<file path="src/rtl/apb_gpio_bank_pkg.sv">
// Shared definitions for the APB GPIO bank: register slot addresses,
// bus-handshake state encoding and wait-counter sizing.
package gpio_bank_pkg;

    localparam int unsigned ADDR_DIR      = 0;
    localparam int unsigned ADDR_OUT      = 1;
    localparam int unsigned ADDR_IN       = 2;
    localparam int unsigned ADDR_IRQ_EN   = 3;
    localparam int unsigned ADDR_IRQ_STAT = 4;
    localparam int unsigned ADDR_EDGE_SEL = 5;
    localparam int unsigned ADDR_OUT_TGL  = 6;
    localparam int unsigned ADDR_ID       = 7;

    // Holds any WAIT_STATES value in 0..15.
    localparam int unsigned WAIT_CNT_W = 4;

    typedef enum logic [1:0] {
        IDLE,
        WAIT,
        RESP,
        HOLD
    } bus_state_t;

endpackage

</file>
<file path="src/rtl/apb_gpio_bank_sync_edge.sv">
// Pad input conditioning: two-flop synchronizer, previous-sample register
// and per-bit rising/falling edge detection.
module gpio_sync_edge #(
    parameter int unsigned WIDTH = 8
) (
    input  logic             clk,
    input  logic             rst,
    input  logic [WIDTH-1:0] pad,
    input  logic [WIDTH-1:0] edge_sel,
    output logic [WIDTH-1:0] sync_in,
    output logic [WIDTH-1:0] edge_evt
);

    logic [WIDTH-1:0] meta;
    logic [WIDTH-1:0] sync_q;
    logic [WIDTH-1:0] prev_q;

    always_ff @(posedge clk) begin
        if (rst) begin
            meta   <= '0;
            sync_q <= '0;
            prev_q <= '0;
        end else begin
            meta   <= pad;
            sync_q <= meta;
            prev_q <= sync_q;
        end
    end

    // Selection happens after detection, so flipping edge_sel alone cannot
    // produce an event while sync and prev agree.
    always_comb begin
        edge_evt = (edge_sel & sync_q & ~prev_q) | (~edge_sel & ~sync_q & prev_q);
    end

    assign sync_in = sync_q;

endmodule

</file>
<file path="src/rtl/apb_gpio_bank.sv">
// APB register bank for one GPIO port: handshake FSM, register file,
// registered read data and level interrupt from latched edge status.
module apb_gpio_bank
    import gpio_bank_pkg::*;
#(
    parameter int unsigned            DATA_WIDTH  = 8,
    parameter int unsigned            ADDR_WIDTH  = 3,
    parameter int unsigned            WAIT_STATES = 0,
    parameter logic [DATA_WIDTH-1:0]  BANK_ID     = 'hA0
) (
    input  logic                  pclk,
    input  logic                  preset,
    input  logic                  psel,
    input  logic                  penable,
    input  logic                  pwrite,
    input  logic [ADDR_WIDTH-1:0] paddr,
    input  logic [DATA_WIDTH-1:0] pwdata,
    output logic [DATA_WIDTH-1:0] prdata,
    output logic                  pready,
    input  logic [DATA_WIDTH-1:0] gpio_in,
    output logic [DATA_WIDTH-1:0] gpio_out,
    output logic [DATA_WIDTH-1:0] gpio_oe,
    output logic                  irq
);

    bus_state_t state;
    bus_state_t state_next;

    logic [WAIT_CNT_W-1:0] wait_cnt;
    logic [ADDR_WIDTH-1:0] addr_q;
    logic [DATA_WIDTH-1:0] wdata_q;
    logic                  write_q;

    logic                  access;
    logic                  commit;
    logic [ADDR_WIDTH-1:0] acc_addr;
    logic [DATA_WIDTH-1:0] acc_wdata;
    logic                  acc_write;

    logic [DATA_WIDTH-1:0] dir_q;
    logic [DATA_WIDTH-1:0] out_q;
    logic [DATA_WIDTH-1:0] irq_en_q;
    logic [DATA_WIDTH-1:0] irq_stat_q;
    logic [DATA_WIDTH-1:0] edge_sel_q;
    logic [DATA_WIDTH-1:0] stat_clr;
    logic [DATA_WIDTH-1:0] rd_val;
    logic [DATA_WIDTH-1:0] sync_in;
    logic [DATA_WIDTH-1:0] edge_evt;

    assign access = psel & penable;

    always_comb begin
        state_next = state;
        commit     = 1'b0;
        case (state)
            IDLE: begin
                if (access) begin
                    if (WAIT_STATES == 0) begin
                        state_next = RESP;
                        commit     = 1'b1;
                    end else begin
                        state_next = WAIT;
                    end
                end
            end
            WAIT: begin
                if (!psel) begin
                    state_next = IDLE;
                end else if (wait_cnt == WAIT_CNT_W'(WAIT_STATES - 1)) begin
                    state_next = RESP;
                    commit     = 1'b1;
                end
            end
            RESP:    state_next = HOLD;
            HOLD:    if (!penable) state_next = IDLE;
            default: state_next = IDLE;
        endcase
    end

    always_ff @(posedge pclk) begin
        if (preset) begin
            state    <= IDLE;
            wait_cnt <= '0;
            addr_q   <= '0;
            wdata_q  <= '0;
            write_q  <= 1'b0;
        end else begin
            state <= state_next;
            if (state == IDLE) begin
                wait_cnt <= '0;
                if (access) begin
                    addr_q  <= paddr;
                    wdata_q <= pwdata;
                    write_q <= pwrite;
                end
            end else if (state == WAIT) begin
                wait_cnt <= wait_cnt + 1'b1;
            end
        end
    end

    // With zero wait states the commit edge is the capture edge, so the live
    // bus fields are used instead of the not-yet-loaded captures.
    always_comb begin
        acc_addr  = (state == IDLE) ? paddr  : addr_q;
        acc_wdata = (state == IDLE) ? pwdata : wdata_q;
        acc_write = (state == IDLE) ? pwrite : write_q;
    end

    always_comb begin
        stat_clr = '0;
        if (commit && acc_write && (32'(acc_addr) == ADDR_IRQ_STAT)) begin
            stat_clr = acc_wdata;
        end
    end

    always_comb begin
        rd_val = '0;
        case (32'(acc_addr))
            ADDR_DIR:      rd_val = dir_q;
            ADDR_OUT:      rd_val = out_q;
            ADDR_IN:       rd_val = sync_in;
            ADDR_IRQ_EN:   rd_val = irq_en_q;
            ADDR_IRQ_STAT: rd_val = irq_stat_q;
            ADDR_EDGE_SEL: rd_val = edge_sel_q;
            ADDR_ID:       rd_val = BANK_ID;
            default:       rd_val = '0;
        endcase
    end

    always_ff @(posedge pclk) begin
        if (preset) begin
            dir_q      <= '0;
            out_q      <= '0;
            irq_en_q   <= '0;
            irq_stat_q <= '0;
            edge_sel_q <= '0;
            prdata     <= '0;
        end else begin
            if (commit && acc_write) begin
                case (32'(acc_addr))
                    ADDR_DIR:      dir_q      <= acc_wdata;
                    ADDR_OUT:      out_q      <= acc_wdata;
                    ADDR_IRQ_EN:   irq_en_q   <= acc_wdata;
                    ADDR_EDGE_SEL: edge_sel_q <= acc_wdata;
                    ADDR_OUT_TGL:  out_q      <= out_q ^ acc_wdata;
                    default:       ;
                endcase
            end
            // Set after clear: a same-cycle event survives a W1C.
            irq_stat_q <= (irq_stat_q & ~stat_clr) | edge_evt;
            if (commit && !acc_write) begin
                prdata <= rd_val;
            end
        end
    end

    gpio_sync_edge #(
        .WIDTH (DATA_WIDTH)
    ) u_sync_edge (
        .clk      (pclk),
        .rst      (preset),
        .pad      (gpio_in),
        .edge_sel (edge_sel_q),
        .sync_in  (sync_in),
        .edge_evt (edge_evt)
    );

    assign pready   = (state == RESP);
    assign gpio_out = out_q;
    assign gpio_oe  = dir_q;
    assign irq      = |(irq_stat_q & irq_en_q);

endmodule

</file>
<file path="config.mk">
export PLATFORM = sky130hd
export DESIGN_NAME = apb_gpio_bank
export DESIGN_NICKNAME = d
export VERILOG_FILES = /design/src/rtl/apb_gpio_bank_pkg.sv /design/src/rtl/apb_gpio_bank_sync_edge.sv /design/src/rtl/apb_gpio_bank.sv
export SDC_FILE = /design/constraint.sdc
export NUM_CORES = 1
export LEC_CHECK = 0
export CAP_MARGIN = 10
export CORE_MARGIN = 2
export CORE_UTILIZATION = 60
export DETAILED_ROUTE_END_ITERATION = 10
export MAX_ROUTING_LAYER = met4
export PLACE_DENSITY = 0.87
export SLEW_MARGIN = 15
export SYNTH_ARGS = -nofsm -noshare
export SYNTH_HDL_FRONTEND = slang
export SYNTH_HIERARCHICAL = 1
export SYNTH_SLANG_ARGS = --single-unit
</file>
<file path="constraint.sdc">
create_clock -name pclk -period 3.6 [get_ports pclk]
set_input_delay 0.54 -clock pclk [delete_from_list [all_inputs] [get_ports pclk]]
set_output_delay 0.54 -clock pclk [all_outputs]
set_load 0.005 [all_outputs]
</file>
==> summary.md <==
| Metric | Value |
|---|---|
| Wire per inst | `17.8 um` |
| Max-cap violations | `0` |
| Pwr Density | `456 nW/um^2` |
| Status | `finished, final reports clean` |
| Worst slew pin tran | `1020 ps` |
| Worst Hold Slack | `438 ps` |
| Synth warn | `6` |
| Via Count | `3,636` |
| Final setup violation count | `0` |
| Die width | `87.7 um` |
| DRC | `0` |
| WP data arrival | `3160 ps` |
| Final wirelength | `10,500 um` |
| I/O Pins | `50` |
| Critical path capture point | `irq_stat_q[4]` |
| Cts repair resizes | `0` |
| Clock buffer count from CTS | `9` |
| Most common cell after layout, fill and taps aside | `dfxtp_1` |
| Startpoint types | `flop` |
| Slew HR | `32.2%` |
| Total GRT Usage | `29.5%` |
| Max VDD drop | `0.296 mV` |
| Final core occ | `72.1%` |
| Detailed Place HPWL | `7020 um` |
| First-pass GRT wire length | `16,800 um` |
| Setup WS post-layout | `722 ps` |
| CP Max Fanout | `24` |
| Netlist Area Pre-Place | `4210 um^2` |
| Grt ovf | `0` |
| Minimum clock period | `2880 ps` |
| CTS Sinks | `90` |
| Setup TNS | `0 ps` |
| Nets@finish | `515` |
| Clock Latency Late Sink | `360 ps` |
| Initial Util | `61.9%` |
| Post-synthesis register bit count | `90` |
| Number of global-route vias before repair | `3,440` |
| Final Wtd Congestion | `0.883` |
| CP cell instances | `and4bb_2 > a32oi_2 > or3b_1 > o21ai_0 > a21oi_1` |
| CTS tree | `built` |
| Setup Crit Path Kind | `reg -> reg` |
| Highest-delay cell along the critical path | `a32oi_2` |
| R2R cell count | `5` |
| RSZ-0062 raised after global routing | `no` |
| Syn Nets | `480` |
| Sequential area share after synthesis | `42.8%` |
| Placed Area | `4660 um^2` |
| Max Fclk | `347 MHz` |
| Initial antenna violation count | `0` |
| Fin. Hold Viols | `0` |
| Htree depth | `3` |
| Crit Reg-Reg Endpoint | `irq_stat_q[4]` |
| Max incr delay on CP | `820 ps` |
| Postcts setup bufs | `0` |
| # rows | `30` |
| Layout cell share with drive strength beyond 1 | `11.9%` |
| Final Cycle Share | `79.9%` |
| Die Y-Extent | `87.7 um` |
| Largest net degree at the start of global routing | `48` |
| Critical Path End Type | `flop` |
| Cell variety after synth | `66` |
| Area Overhead vs Synth | `16.5%` |
| Clk buf depth | `2` |
| Fillers | `520` |
| Most frequent cells in the layout | `dfxtp_1 (90), clkdlybuf4s50_1 (48), nand2_1 (44)` |
| Worst-path clk slew | `90 ps` |
| Final clock skew | `14.2 ps` |
| Critical path origin | `state[1]` |
| Post-synth ARST share | `0%` |
| Max-slew violation count | `0` |
| First-pass detailed-route iteration total | `5` |
| Reg2Reg Setup Slack | `720 ps` |
| Reg2Reg Launch Point | `state[1]` |
| Ant diodes | `0` |
| EDFF count, synth | `0` |
| Mapped Cells | `455` |
| Worst Hold Class | `reg -> reg` |
| Finished layout cell area | `4900 um^2` |
| Cts hold-fix bufs | `0` |
| Root buffer cell | `clkbuf_8` |
| Initial DRC Count | `354` |
| Full die area | `7690 um^2` |
| Primary FF master, synth | `dfxtp_1` |
| Static leakage | `1.69 nW` |
| Syn_area_per_cell | `9.24 um^2` |
| PortBufs | `49` |
| Dpl ws | `647 ps` |
| Antenna-violating nets left | `0` |
| Core area | `6790 um^2` |
| Critical path data required time | `3880 ps` |
| Vias per Instance | `6.15` |
[power breakdown]
group	internal [mW]	switching (mW)	total, mW
clock	0.483	0.364	0.847
sequential	1.03	0.0419	1.07
combinational	0.137	0.174	0.311
total	1.65	0.581	2.23
[critical path: cells and delay by family, from the launching register on]
kind,cells,cell delay (ps)
AOI/OAI and AO/OA,3,1180
and+or+nand+nor,2,810
DFF,1,790
[layer usage]
| layer | part of all wire, % | global-route usage (%) |
|---|---|---|
| met4 | 2.6 | 12.4 |
| met5 | 0 | - |
| met2 | 48 | 46.3 |
| met1 | 42 | 37.0 |
| met3 | 6.6 | 5.84 |
[stage by stage]
step / instances / power (mW)
6_report: 591 / 2.23
5_1_grt: 591 / 2.31
3_3_place_gp: 575 / 1.39
3_5_place_dp: 575 / 1.40
2_1_floorplan: 455 / 1.29
4_1_cts: 591 / 2.22
[worst min path at each step]
stage | from | end | depth (start not counted)
6_report | u_sync_edge/meta[7] | u_sync_edge/sync_in[7] | 1
5_1_grt | u_sync_edge/meta[4] | u_sync_edge/sync_in[4] | 1
4_1_cts | u_sync_edge/meta[7] | u_sync_edge/sync_in[7] | 1
3_5_place_dp | u_sync_edge/meta[7] | u_sync_edge/sync_in[7] | 1
3_3_place_gp | u_sync_edge/meta[7] | u_sync_edge/sync_in[7] | 1
2_1_floorplan | u_sync_edge/meta[6] | u_sync_edge/sync_in[6] | 1
[state kept, by name (all words and copies together), names as in the netlist, 3 cells and up]
register and count:
addr_q 3, edge_sel_q 8, gpio_oe 8, gpio_out 8, irq_en_q 8, irq_stat_q 8, prdata 8, u_sync_edge/meta 8
u_sync_edge/prev_q 8, u_sync_edge/sync_in 8, wait_cnt 4, wdata_q 8
[cell usage after synthesis, drive strengths merged, types with 4 or more instances]
cell type  count  area (um^2)
or3b           5         46.3
a211oi        27          208
a21oi         38          190
a2111o         6         67.6
and3           4         25.0
nand3          8         52.6
nand2b        12         75.1
clkbuf        14         53.8
o21ai         22          125
buf           15          131
inv            9         33.8
and2b          4         30.0
o311ai         6         52.6
nor3           9         45.0
mux2i         14          140
nand2         46          178
dfxtp         90         1800
mux2           7         78.8
nor2b         23          179
a22oi          8         73.8
nor2          36          140
o22ai          8         50.1
[kinds of logic after synthesis]
family	count (synthesis)	share of synthesized area [%]
flip-flops	90	42.8
buffers and inverters	38	5.21
adder cells (fa/ha/maj)	1	0.297
AO/OA/AOI/OAI	141	24.5
AND/OR/NAND/NOR	164	22.0
multiplexers	21	5.21
[cell type report]
type,instances,area (um^2),area share [%]
clock buffers,12,145,2.96
well taps,96,120,2.45
clock inverters,4,98.8,2.02
flip-flops and latches,90,1800,36.8
inverters,9,33.8,0.689
multi-input cells,327,2180,44.6
repair buffers,53,515,10.5
Power figures use the tool's default switching activity.
